### config.mk
export PLATFORM = sky130hd
export DESIGN_NAME = miner_csr_regbus
export DESIGN_NICKNAME = d
export VERILOG_FILES = /design/src/rtl/miner_csr_regbus.sv
export SDC_FILE = /design/constraint.sdc
export NUM_CORES = 1
export LEC_CHECK = 0
export BUFFER_PORTS_ARGS = -buffer_cell sky130_fd_sc_hd__buf_2
export CAP_MARGIN = 10
export CORE_ASPECT_RATIO = 1.25
export CORE_MARGIN = 2
export CORE_UTILIZATION = 54
export CTS_CLUSTER_DIAMETER = 100
export DETAILED_ROUTE_END_ITERATION = 10
export PLACE_DENSITY = 0.8
export SYNTH_ARGS = -nofsm -noshare
export SYNTH_HDL_FRONTEND = slang
export SYNTH_SLANG_ARGS = --single-unit
### constraint.sdc
create_clock -name Clk -period 3.35 [get_ports Clk]
set_clock_uncertainty 0.2 [all_clocks]
set_input_delay 0.1675 -clock Clk [delete_from_list [all_inputs] [get_ports Clk]]
set_output_delay 0.1675 -clock Clk [all_outputs]
set_load 0.01 [all_outputs]
### src/rtl/miner_csr_regbus.sv
// Regbus CSR bank for the hash core: control, nonce seed, header words,
// status, result nonce and a sticky done interrupt. One execution per access.
module miner_csr_regbus #(
  parameter int ADDR_W   = 32,
  parameter int DATA_W   = 32,
  parameter int NUM_DATA = 8
) (
  input  logic                       Clk,
  input  logic                       Rst_n,
  input  logic                       addr_valid,
  input  logic                       reg_write,
  input  logic [ADDR_W-1:0]          reg_addr,
  input  logic [DATA_W-1:0]          reg_wdata,
  output logic                       reg_ready,
  output logic [DATA_W-1:0]          reg_rdata,
  output logic                       start_o,
  output logic [DATA_W-1:0]          nonce_start_o,
  output logic [NUM_DATA*DATA_W-1:0] data_o,
  input  logic                       core_busy_i,
  input  logic                       core_done_i,
  input  logic                       core_found_i,
  input  logic [DATA_W-1:0]          nonce_result_i,
  output logic                       irq_o
);

  typedef enum logic [1:0] {IDLE, ACCESS, ACK, HOLD} state_t;

  state_t            state;
  state_t            state_nxt;
  logic [5:0]        idx_q;
  logic              wr_q;
  logic [DATA_W-1:0] wdata_q;
  logic              irq_en;
  logic              done_q;
  logic              found_q;
  logic [DATA_W-1:0] nonce_start_q;
  logic [DATA_W-1:0] result_q;
  logic [DATA_W-1:0] rdata_d;
  logic [DATA_W-1:0] data_q [NUM_DATA];
  logic              wr_en;
  logic              unused_addr;

  // Only word offset bits [7:2] take part in decoding.
  assign unused_addr = ^{reg_addr[ADDR_W-1:8], reg_addr[1:0]};

  assign wr_en     = (state == ACCESS) && wr_q;
  assign reg_ready = (state == ACK);
  assign nonce_start_o = nonce_start_q;

  // State register.
  always_ff @(posedge Clk or negedge Rst_n) begin
    if (!Rst_n) state <= IDLE;
    else        state <= state_nxt;
  end

  // Next state: HOLD waits for addr_valid to drop so a level request runs once.
  always_comb begin
    state_nxt = state;
    unique case (state)
      IDLE:    if (addr_valid) state_nxt = ACCESS;
      ACCESS:  state_nxt = ACK;
      ACK:     state_nxt = HOLD;
      HOLD:    if (!addr_valid) state_nxt = IDLE;
      default: state_nxt = IDLE;
    endcase
  end

  // Capture the request when it is accepted from IDLE.
  always_ff @(posedge Clk or negedge Rst_n) begin
    if (!Rst_n) begin
      idx_q   <= '0;
      wr_q    <= 1'b0;
      wdata_q <= '0;
    end else if (state == IDLE && addr_valid) begin
      idx_q   <= reg_addr[7:2];
      wr_q    <= reg_write;
      wdata_q <= reg_wdata;
    end
  end

  // Software-writable registers, updated at the end of ACCESS.
  always_ff @(posedge Clk or negedge Rst_n) begin
    if (!Rst_n) begin
      irq_en        <= 1'b0;
      nonce_start_q <= '0;
      for (int i = 0; i < NUM_DATA; i++) data_q[i] <= '0;
    end else if (wr_en) begin
      if (idx_q == 6'd0) irq_en <= wdata_q[1];
      if (idx_q == 6'd3) nonce_start_q <= wdata_q;
      for (int i = 0; i < NUM_DATA; i++)
        if (idx_q == 6'(8 + i)) data_q[i] <= wdata_q;
    end
  end

  // Core-side status; a done pulse beats a same-cycle W1C clear.
  always_ff @(posedge Clk or negedge Rst_n) begin
    if (!Rst_n) begin
      done_q   <= 1'b0;
      found_q  <= 1'b0;
      result_q <= '0;
    end else begin
      if (core_done_i) begin
        done_q  <= 1'b1;
        found_q <= core_found_i;
        if (core_found_i) result_q <= nonce_result_i;
      end else if (wr_en && idx_q == 6'd2 && wdata_q[0]) begin
        done_q <= 1'b0;
      end
    end
  end

  // Start pulse and registered interrupt level.
  always_ff @(posedge Clk or negedge Rst_n) begin
    if (!Rst_n) begin
      start_o <= 1'b0;
      irq_o   <= 1'b0;
    end else begin
      start_o <= wr_en && idx_q == 6'd0 && wdata_q[0] && !core_busy_i;
      irq_o   <= irq_en & done_q;
    end
  end

  // Read mux; unmapped offsets and unused bits return 0.
  always_comb begin
    rdata_d = '0;
    case (idx_q)
      6'd0: rdata_d[1] = irq_en;
      6'd1: begin
        rdata_d[0] = core_busy_i;
        rdata_d[1] = found_q;
      end
      6'd2: rdata_d[0] = done_q;
      6'd3: rdata_d = nonce_start_q;
      6'd4: rdata_d = result_q;
      default: begin
        for (int i = 0; i < NUM_DATA; i++)
          if (idx_q == 6'(8 + i)) rdata_d = data_q[i];
      end
    endcase
  end

  // Read data is registered in ACCESS so it is stable during ACK.
  always_ff @(posedge Clk or negedge Rst_n) begin
    if (!Rst_n)                  reg_rdata <= '0;
    else if (state == ACCESS) reg_rdata <= wr_q ? '0 : rdata_d;
  end

  // Flatten header words for the core.
  for (genvar g = 0; g < NUM_DATA; g++) begin : g_data
    assign data_o[g*DATA_W +: DATA_W] = data_q[g];
  end

endmodule
==> impl_results.md, run 1 <==
* Highest clock rate at 0.339 GHz
* CTS tree: built
* Cell variety after synth at 49
* CP max stage delay at 0.56 ns
* Fin crit share at 0.881
* Final Setup Violations at 0
* Total Power at 0.0216 W
* H-tree lvl count at 2
* Cell internal pwr at 0.0128 W
* Cell depth of the worst flop-to-flop path at 7
* Post-synthesis async set-or-reset flop share at 1.00
* Gpl congestion at 0.889
* Pre-antenna DRT Iters at 5
* Post-DR vias/cell at 6.55
* Port bufs at 399
* P per Cell Area at 936 nW/µm²
* Post-synth EDFFs at 0
* Nature of the critical path startpoint: flip-flop
* Worst-path cell chain: inv_1 > ha_1 > nand2_1 > or2_4 > or4_2 > buf_4 > mux2_4
* Hold buffer count at CTS at 75
* Synth Area per Inst at 12.4 µm²
* Register bit total from synthesis at 398
* Run status: finished clean
* Post-Route M1 WL at 23,800 µm
* Critical path's slowest cell: or4_2
* IO Pins at 426
* Clk buf depth at 3
* Initial Util at 0.549
* Largest net degree at the start of global routing at 89
* Crit. End Element: flip-flop
* Die width at 169 µm
* Final Hold Viols at 0
* GR Overflow Total at 0
* Max FO, Critical Path at 23
* CP arrival at 3.17 ns
* Dominant cell type by area after synthesis: dfrtp_1
* Num CTS Buffers at 41
* Max-Cap Viols at 0
* Switch share at 0.405
* Sequential-to-total area share from yosys stat at 0.540
* Total Routed Length at 64,600 µm
* Slew @ Worst Pin at 1.20 ns
* Wire length on met3 at 5830 µm
* Latest clock arrival within the worst-skew pair at 0.55 ns
* Post-DR wirelength/cell at 27.4 µm
* Post-layout net count at 2,010
* Switching pwr at 0.00873 W
* Primary FF master, synth: dfrtp_1
* Post-cts repair resize count at 0
* Clock power frac at 0.216
* Initial antenna violation count at 1
* Post-detail-place hpwl at 40,700 µm
* Crit path required time at 3.57 ns
* First-pass GRT wire length at 95,900 µm
* Syn nets at 1,592
* P&R area growth vs syn at 25.0%
* CTS root buf: clkbuf_16
* Setup Crit Path Kind: flip-flop to flip-flop
* Std-Cell Rows at 75
* Met2 WL post-DR at 31,200 µm
* Synth warn at 0
* Comb power frac at 0.376
* Fillers at 2,354
* Post-synth top area share at 0.540
* Max Used Layer: met4
* Proportion of layout cells with a drive suffix above 1 at 0.467
* Setup TNS at 0 ns
* Post-route antenna net violation count at 0
* Slew headroom at 0.197
* Max VDD drop at 0.659 mV
* Count of final max-slew check failures at 0
* Crit path setup slack, layout at 0.400 ns
* Post-place setup slack at 0.464 ns
* Drt drc at 0
* RSZ-0062 raised after global routing: no
* Worst Hold Class: input pin to asynchronous set/reset pin
* Sequential share of power at 0.408
* Post-CTS Setup Bufs at 0
* Vias at 15,400
* # clock sinks at 398
* Lkg Pwr at 11.9 nW
* Die area at 35,700 µm²
* Crit path time final at 2.95 ns
* Starting DRC count in detailed routing at 1,414
* Synthesized instance count at 1,484
* Die H at 211 µm
* CTS clk-pin slew, worst paths at 0.07 ns
* Final core occ at 0.686
* GR Util All Layers at 0.357
* Mapped cell area at 18,400 µm²
* Vias in the first global route at 16,000
* Core footprint at 33,600 µm²
* Ranking of synthesized cells by area: dfrtp_1 54%, mux2_2 20%, o21ai_0 2.7%
cells in the mapped netlist (3+ instances only):
| master | n |
|---|---|
| dfrtp_1 | 398 |
| mux2_2 | 328 |
| o21ai_0 | 98 |
| clkbuf_1 | 88 |
| nand3_1 | 65 |
| a22oi_1 | 58 |
| nor2_1 | 45 |
| nand2_1 | 41 |
| buf_1 | 40 |
| inv_1 | 38 |
| o22ai_1 | 32 |
| a21boi_0 | 31 |
| mux2_4 | 30 |
| o2bb2ai_1 | 30 |
| a2111o_1 | 29 |
| a41o_1 | 29 |
| o211ai_1 | 29 |
| buf_2 | 17 |
| ha_1 | 5 |
| nand2b_1 | 5 |
| nor3_1 | 4 |
| a2111oi_0 | 3 |
| a21o_1 | 3 |
| a21oi_1 | 3 |
| buf_12 | 3 |
| mux2i_1 | 3 |
| nor3_2 | 3 |
area by class of cell:
| cell class | instances | area [µm²] | share of cell area |
|---|---|---|---|
| repair buffers | 524 | 3220 | 0.140 |
| clock inverters | 11 | 138 | 0.00597 |
| well taps | 423 | 529 | 0.0230 |
| clock buffers | 59 | 1220 | 0.0528 |
| multi-input cells | 898 | 7820 | 0.339 |
| flip-flops and latches | 398 | 9970 | 0.433 |
| diodes | 3 | 7.51 | 0.000326 |
| inverters | 39 | 146 | 0.00635 |
worst paths after layout:
check	from	to	slack (ns)
min in group Clk	nonce_result_i[23]	result_q[23]$_DFFE_PN0P_	0.19
worst min-delay path	Rst_n	data_o[252]$_DFFE_PN0P_	0.01
max in group asynchronous	Rst_n	result_q[7]$_DFFE_PN0P_	2.04
worst max-delay path	state[1]$_DFFE_PN0P_	data_o[78]$_DFFE_PN0P_	0.40
worst min register to register	reg_rdata[0]$_DFFE_PN0N_	reg_rdata[0]$_DFFE_PN0N_	0.30
worst max register to register	state[1]$_DFFE_PN0P_	data_o[78]$_DFFE_PN0P_	0.40
critical path, delay by kind of cell (launching register included):
family,cells,cell delay [ns]
adder cells (fa/ha/maj),1,0.26
buffers and inverters,2,0.44
flip-flops,1,0.41
multiplexers,1,0.37
AND/OR/NAND/NOR,3,1.10
placed cells by master (no fill, tap or decap), drive strengths merged, types with 3 or more instances in the layout:
cell / instances
o211ai: 29
nor3: 7
mux2: 360
buf: 449
clkbuf: 59
nand3: 65
nand2b: 5
a21boi: 32
a2111o: 29
a21o: 3
a22oi: 58
o22ai: 32
nor2: 45
a21oi: 3
bufinv: 3
a41o: 29
nand2: 41
or2: 3
inv: 40
o2bb2ai: 30
mux2i: 3
a2111oi: 3
clkinv: 7
dfrtp: 398
diode: 3
ha: 5
o21ai: 98
dlygate4sd3: 75
state kept, by name, indices dropped and copies added, names as in the netlist, 2 cells and up:
register and flops:
nonce_start_o 32, data_o 256, reg_rdata 32, state 2, wdata_q 32, result_q 32, idx_q 6
power by group through the flow:
stage               clock (W)  sequential (W)  combinational, W
finish                0.00465         0.00880           0.00811
global route          0.00488         0.00899           0.00857
CTS                   0.00468         0.00869           0.00799
detailed placement          0         0.00874           0.00787
global placement            0         0.00863           0.00764
floorplan                   0         0.00847           0.00424
per-stage QoR:
stage	instance area, µm²	cells	hold slack, ns
floorplan	18400	1484	-0.328
global route	23000	2353	0.0466
detailed placement	20900	2207	-0.00338
global placement	20900	2207	-0.00752
CTS	23000	2352	0.0159
finish	23000	2355	0.0127
kinds of logic (layout without fill, tap and decap cells):
kind of cell             Yosys count  count (layout)  synth area share
AO/OA/AOI/OAI                    356             356             0.142
adder cells (fa/ha/maj)            5               5           0.00339
buffers and inverters            188             633            0.0425
flip-flops                       398             398             0.540
multiplexers                     363             363             0.228
other                              0               3                 0
AND/OR/NAND/NOR                  174             174            0.0444
per-layer routing:
metal | vias to the layer above | GRT usage
li1 | 6322 | -
met1 | 7836 | 0.441
met2 | 1021 | 0.579
met3 | 249 | 0.0800
met4 | 0 | 0.207
met5 | - | 0
(Power assumes the default switching activity.)
==> run 2: changes to the inputs <==
- ABC_AREA: default -> 1
- PLACE_DENSITY: 0.8 -> 0.81
==> run 2 against run 1 <==
Against the previous run: sequential share of layout area grew 2.3 points; synthesized area shrank 4.9%; non-clock buffer count shrank 15; worst hold slack gained 0.020 ns; die area shrank 4.8%; sequential cell count is the same; cell count grew 25%; synthesized cell count grew 41%; combinational power shrank 39%; sequential power shrank 22%; critical path depth shrank 1; critical path type unchanged; largest power group unchanged; highest routed layer unchanged.
==> impl_results.md, run 2 <==
* Run status: finished clean
* Post-synth top area share at 0.568
* Worst Hold Class: input pin to asynchronous set/reset pin
* Lkg Pwr at 11.9 nW
* Latest clock arrival within the worst-skew pair at 0.54 ns
* Ant. Diodes at 0
* Crit path time final at 2.67 ns
* CP max stage delay at 0.67 ns
* Slew @ Worst Pin at 1.16 ns
* DP Area at 19,900 µm²
* Primary FF master, synth: dfrtp_1
* Max FO, Critical Path at 64
* GR Util All Layers at 0.351
* Setup TNS at 0 ns
* RR Startpoint: state[1]$_DFFE_PN0P_
* Post-route antenna net violation count at 0
* IO Pins at 426
* Mapped cell area at 17,500 µm²
* Highest clock rate at 0.375 GHz
* Dominant cell type by area after synthesis: dfrtp_1
* Post-cts repair resize count at 0
* Starting DRC count in detailed routing at 1,621
* Nature of the critical path startpoint: flip-flop
* Cell area after layout at 21,900 µm²
* P&R area growth vs syn at 24.8%
* Ranking of synthesized cells by area: dfrtp_1 57%, nand2_1 13%, o21ai_0 9.4%
* Leading cell types by count after synthesis: 626 x nand2_1, 398 x dfrtp_1, 331 x o21ai_0
* Critical path launch point: state[1]$_DFFE_PN0P_
* P per Cell Area at 740 nW/µm²
* R2r endpoint: nonce_start_o[5]$_DFFE_PN0P_
* Post-layout net count at 2,616
* Worst-path cell chain: inv_1 > ha_1 > nand2_1 > inv_2 > nand2_2 > o21ai_0
* CTS clk-pin slew, worst paths at 0.06 ns
* Crit. End Element: flip-flop
* Crit path setup slack, layout at 0.683 ns
* Count leader, synth: nand2_1
* Setup Crit Path Kind: flip-flop to flip-flop
* Max reg flops at 256
* CTS tree: built
* H-tree lvl count at 2
* Post-DR vias/cell at 5.65
* Core footprint at 31,900 µm²
* Port bufs at 399
* CP arrival at 2.89 ns
* Initial Util at 0.550
* Critical path's slowest cell: nand2_2
* Vias at 16,700
* Largest net degree at the start of global routing at 95
* # clock sinks at 398
* Register bit total from synthesis at 398
* Sequential-to-total area share from yosys stat at 0.568
* Fillers at 2,539
* Std-Cell Rows at 73
* Worst Path Buf+Inv at 2
* Flop2flop setup slack at 0.68 ns
* Cell variety after synth at 29
* Delay-heaviest family, CP: simple AND/OR/NAND/NOR gates
* GR Overflow Total at 0
* Die width at 165 µm
* Leading cell type in the layout, fill and taps excluded: nand2_1
* Synthesized instance count at 2,093
* Post-synth EDFFs at 0
* Die H at 205 µm
* Final Hold Viols at 0
* Clk buf depth at 3
* Post-detail-place hpwl at 40,400 µm
* Slew headroom at 0.225
* Gpl congestion at 0.908
* RSZ-0062 raised after global routing: no
* Critical path endpoint: nonce_start_o[5]$_DFFE_PN0P_
* Post-place setup slack at 0.787 ns
* Vias in the first global route at 16,000
* Synth Area per Inst at 8.38 µm²
* Crit. path cell count at 6
* Num CTS Buffers at 40
* Final core occ at 0.686
* Most frequent cells in the layout: 622 x nand2_1, 398 x dfrtp_1, 398 x buf_2
* Total Routed Length at 59,700 µm
* Synth warn at 0
* Fin crit share at 0.796
* Pre-antenna DRT Iters at 5
* Proportion of layout cells with a drive suffix above 1 at 0.209
* Crit path required time at 3.57 ns
* Max VDD drop at 0.537 mV
* Final Setup Violations at 0
* CTS root buf: clkbuf_16
* First-pass GRT wire length at 90,200 µm
* Die area at 33,900 µm²
* Drt drc at 0
* Post-DR wirelength/cell at 20.3 µm
* Count of final max-slew check failures at 0
* Syn nets at 2,201
* Initial antenna violation count at 0
* Post-synthesis async set-or-reset flop share at 1.00
* Cell depth of the worst flop-to-flop path at 6
* Max-Cap Viols at 0
[run 2: cell types whose count changed after synthesis, sizes merged, moves of 30 or more]
cell / delta
nand2: +587
mux2: -357
o21ai: +255
inv: +103
a21oi: +101
nand4: +68
or2: +62
a22oi: -58
nand3: +38
nor2: +37
a21boi: -32
o22ai: -32
o2bb2ai: -30
[run 2: cell families after synthesis]
group,Yosys count,synth area share
and+or+nand+nor,952,0.234
AOI/OAI and AO/OA,458,0.131
buffers and inverters,277,0.0614
muxes,3,0.00193
adders and majority gates,5,0.00357
DFF,398,0.568
[run 2: area by class of cell]
cell class                      instances  area (µm²)  share of cell area
Clock buffer                           57        1150              0.0524
Tap cell                              412         515              0.0236
Timing Repair Buffer                  509        3070               0.140
Multi-Input combinational cell       1418        6540               0.299
Sequential cell                       398        9960               0.455
Inverter                              141         529              0.0242
Clock inverter                         13         118             0.00538
[run 2: layer usage]
metal	GRT usage	up-vias	share of wire
li1	-	7633	-
met1	0.401	7954	0.35
met2	0.601	873	0.50
met3	0.0853	192	0.090
met4	0.193	0	0.060
met5	0	-	0
[run 2: what timing repair did]
item                      CTS  global route
hold buffers               75             0
setup buffers               0             0
hold endpoints to repair  162             0
[run 2: stage by stage]
step           total power (W)  hold WS, ns  instances
3_3_place_gp            0.0115       0.0394       2803
2_1_floorplan          0.00923       -0.328       2093
4_1_cts                 0.0161       0.0680       2948
3_5_place_dp            0.0117       0.0375       2803
5_1_grt                 0.0170        0.104       2948
6_report                0.0162       0.0329       2948
[run 2: power breakdown]
part	internal [W]	switching, W	total, W
combinational	0.00151	0.00340	0.00491
clock	0.00253	0.00188	0.00442
sequential	0.00599	0.000869	0.00686
total	0.0100	0.00615	0.0162
[run 2: how the worst min path moves through the flow]
stage                                     end  startpoint  depth (start not counted)  slack, ns
floorplan               data_o[0]$_DFFE_PN0P_       Rst_n                          0      -0.33
global placement    reg_rdata[10]$_DFFE_PN0N_       Rst_n                          1       0.04
detailed placement   reg_rdata[5]$_DFFE_PN0N_       Rst_n                          1       0.04
CTS                  reg_rdata[5]$_DFFE_PN0N_       Rst_n                          2       0.07
global route         reg_rdata[5]$_DFFE_PN0N_       Rst_n                          2       0.10
finish               reg_rdata[5]$_DFFE_PN0N_       Rst_n                          2       0.03
==> run 3: changes to the inputs <==
- CORE_UTILIZATION: 54 -> 49
- PLACE_DENSITY: 0.81 -> 0.77
- clock period: 3.35 -> 2.35 ns (I/O delays scaled with it)
==> run 3 against run 2 <==
Against the previous run: the flow now finishes with violations (hold timing); first-iteration DRC count grew 1.6%; sequential cell count did not move; maximum frequency increased by 16%; combinational power is 48% higher; sequential share of layout area fell by 1.2 points; cell area is 2.7% higher; cell count up 2.8%; wire length rose by 2.1%; register-to-register slack lost 0.62 ns; via count increased by 1.2%; highest routed layer unchanged.
==> impl_results.md, run 3 (synthesized netlist as in run 2, its figures left out) <==
* Post-DR vias/cell at 5.56
* Port bufs at 399
* P per Cell Area at 1040 nW/µm²
* GR Util All Layers at 0.321
* # clock sinks at 398
* Highest clock rate at 0.436 GHz
* Proportion of layout cells with a drive suffix above 1 at 0.215
* Crit path time final at 2.29 ns
* Die H at 215 µm
* Worst-path cell chain: nor2_4 > nand3_4 > buf_12 > buf_4 > or2_0 > nand2_1 > nand4_1 > nand2_1 > nand2_1 > nand2_1 > nand2_1
* Lkg Pwr at 12.1 nW
* First-pass GRT wire length at 93,300 µm
* Final Hold Viols at 7
* Hold WS at -0.0112 ns
* Num CTS Buffers at 41
* Post-route antenna net violation count at 0
* CP max stage delay at 0.41 ns
* Post-layout net count at 2,638
* Gpl congestion at 0.875
* Initial Util at 0.496
* Worst path most repeated cell: nand2_1
* Max VDD drop at 0.783 mV
* CTS root buf: clkbuf_16
* Ant. Diodes at 0
* Post-Route M1 WL at 21,800 µm
* Post-detail-place hpwl at 42,000 µm
* Run status: complete, but fails checks
* Most frequent cells in the layout: 621 x nand2_1, 398 x dfrtp_1, 398 x buf_2
* Footprint of the multi-input gates at 6550 µm²
* Latest clock arrival within the worst-skew pair at 0.55 ns
* Final core occ at 0.636
* Failing checks: hold timing
* Critical path launch point: idx_q[4]$_DFFE_PN0P_
* RR Startpoint: idx_q[4]$_DFFE_PN0P_
* Vias at 16,900
* Met2 WL post-DR at 31,100 µm
* Register area at 9960 µm²
* GR Overflow Total at 0
* Std-Cell Rows at 77
* Die width at 173 µm
* Wire length on met3 at 4830 µm
* Crit path required time at 2.59 ns
* Drt drc at 0
* Vias in the first global route at 16,300
* H-tree lvl count at 2
* Fillers at 3,013
* Leading cell type in the layout, fill and taps excluded: nand2_1
* Clk buf depth at 3
* Delay-heaviest family, CP: simple AND/OR/NAND/NOR gates
* CTS tree: built
* Max FO, Critical Path at 12
* Pre-antenna DRT Iters at 6
* Slew headroom at 0.541
* Worst Hold Class: input pin to asynchronous set/reset pin
* IO Pins at 426
* RSZ-0062 raised after global routing: yes
* CTS clk-pin slew, worst paths at 0.06 ns
* Setup Crit Path Kind: flip-flop to flip-flop
* Max-Cap Viols at 0
* Largest net degree at the start of global routing at 81
* Worst Path Buf+Inv at 2
* Nature of the critical path startpoint: flip-flop
* Final Setup Violations at 0
* Max Used Layer: met4
* CP arrival at 2.53 ns
* Total Routed Length at 61,000 µm
* Starting DRC count in detailed routing at 1,647
* P&R area growth vs syn at 28.2%
* Critical path's slowest cell: dfrtp_1
* Total Power at 0.0234 W
* Die area at 37,300 µm²
* Setup TNS at 0 ns
* Post-DR wirelength/cell at 20.1 µm
* Max reg flops at 256
* Initial antenna violation count at 0
* Slew @ Worst Pin at 0.688 ns
* Count of final max-slew check failures at 0
* Crit. End Element: flip-flop
* Core footprint at 35,400 µm²
* Fin crit share at 0.975
run 3: changes by cell type in the layout (fill, tap and decap cells not counted), moves of 3 or more:
cell       previous run  this run
buf_6                 0         4
clkbuf_1             10        13
clkinv_2             10         5
buf_12                4        24
buf_4                31        25
clkbuf_16            41        46
run 3: cell type report:
type | count | area share
tap | 474 | 0.0264
clock inverter | 8 | 0.00317
timing repair buffer | 530 | 0.158
sequential | 398 | 0.443
multi-input combinational | 1418 | 0.292
clock buffer | 63 | 0.0543
inverter | 141 | 0.0236
run 3: metal layers:
metal,up-vias,track usage
li1,7698,-
met1,8123,0.373
met2,865,0.565
met3,168,0.0640
met4,0,0.162
met5,-,0
run 3: report_power, final:
group	switching (W)	internal, W
combinational	0.00490	0.00235
clock	0.00267	0.00368
sequential	0.00125	0.00854
run 3: through the flow:
step | cell area (µm²) | setup slack, ns | instances
global route | 22500 | -0.00997 | 3032
floorplan | 17500 | 0.544 | 2093
detailed placement | 20300 | 0.104 | 2879
CTS | 22300 | 0.0721 | 3025
finish | 22500 | 0.0589 | 3032
global placement | 20300 | 0.144 | 2879
run 3: worst paths after layout:
| kind | cells after the start | slack (ns) | endpoint |
|---|---|---|---|
| setup / recovery | 11 | 0.06 | reg_rdata[23]$_DFFE_PN0N_ |
| hold / removal | 2 | -0.01 | data_o[230]$_DFFE_PN0P_ |
| setup reg to reg | 11 | 0.06 | reg_rdata[23]$_DFFE_PN0N_ |
| hold reg to reg | 2 | 0.28 | reg_rdata[10]$_DFFE_PN0N_ |
| max in group asynchronous | 3 | 1.19 | data_o[46]$_DFFE_PN0P_ |
| min in group Clk | 4 | 0.03 | found_q$_DFFE_PN0P_ |
run 3: timing repair:
item | 4_1_cts | 5_1_grt
hold buffers | 75 | 0
endpoints found under the hold margin | 475 | 0
setup endpoints to repair | 0 | 62
gates resized for setup | 0 | 7
setup buffers | 0 | 4
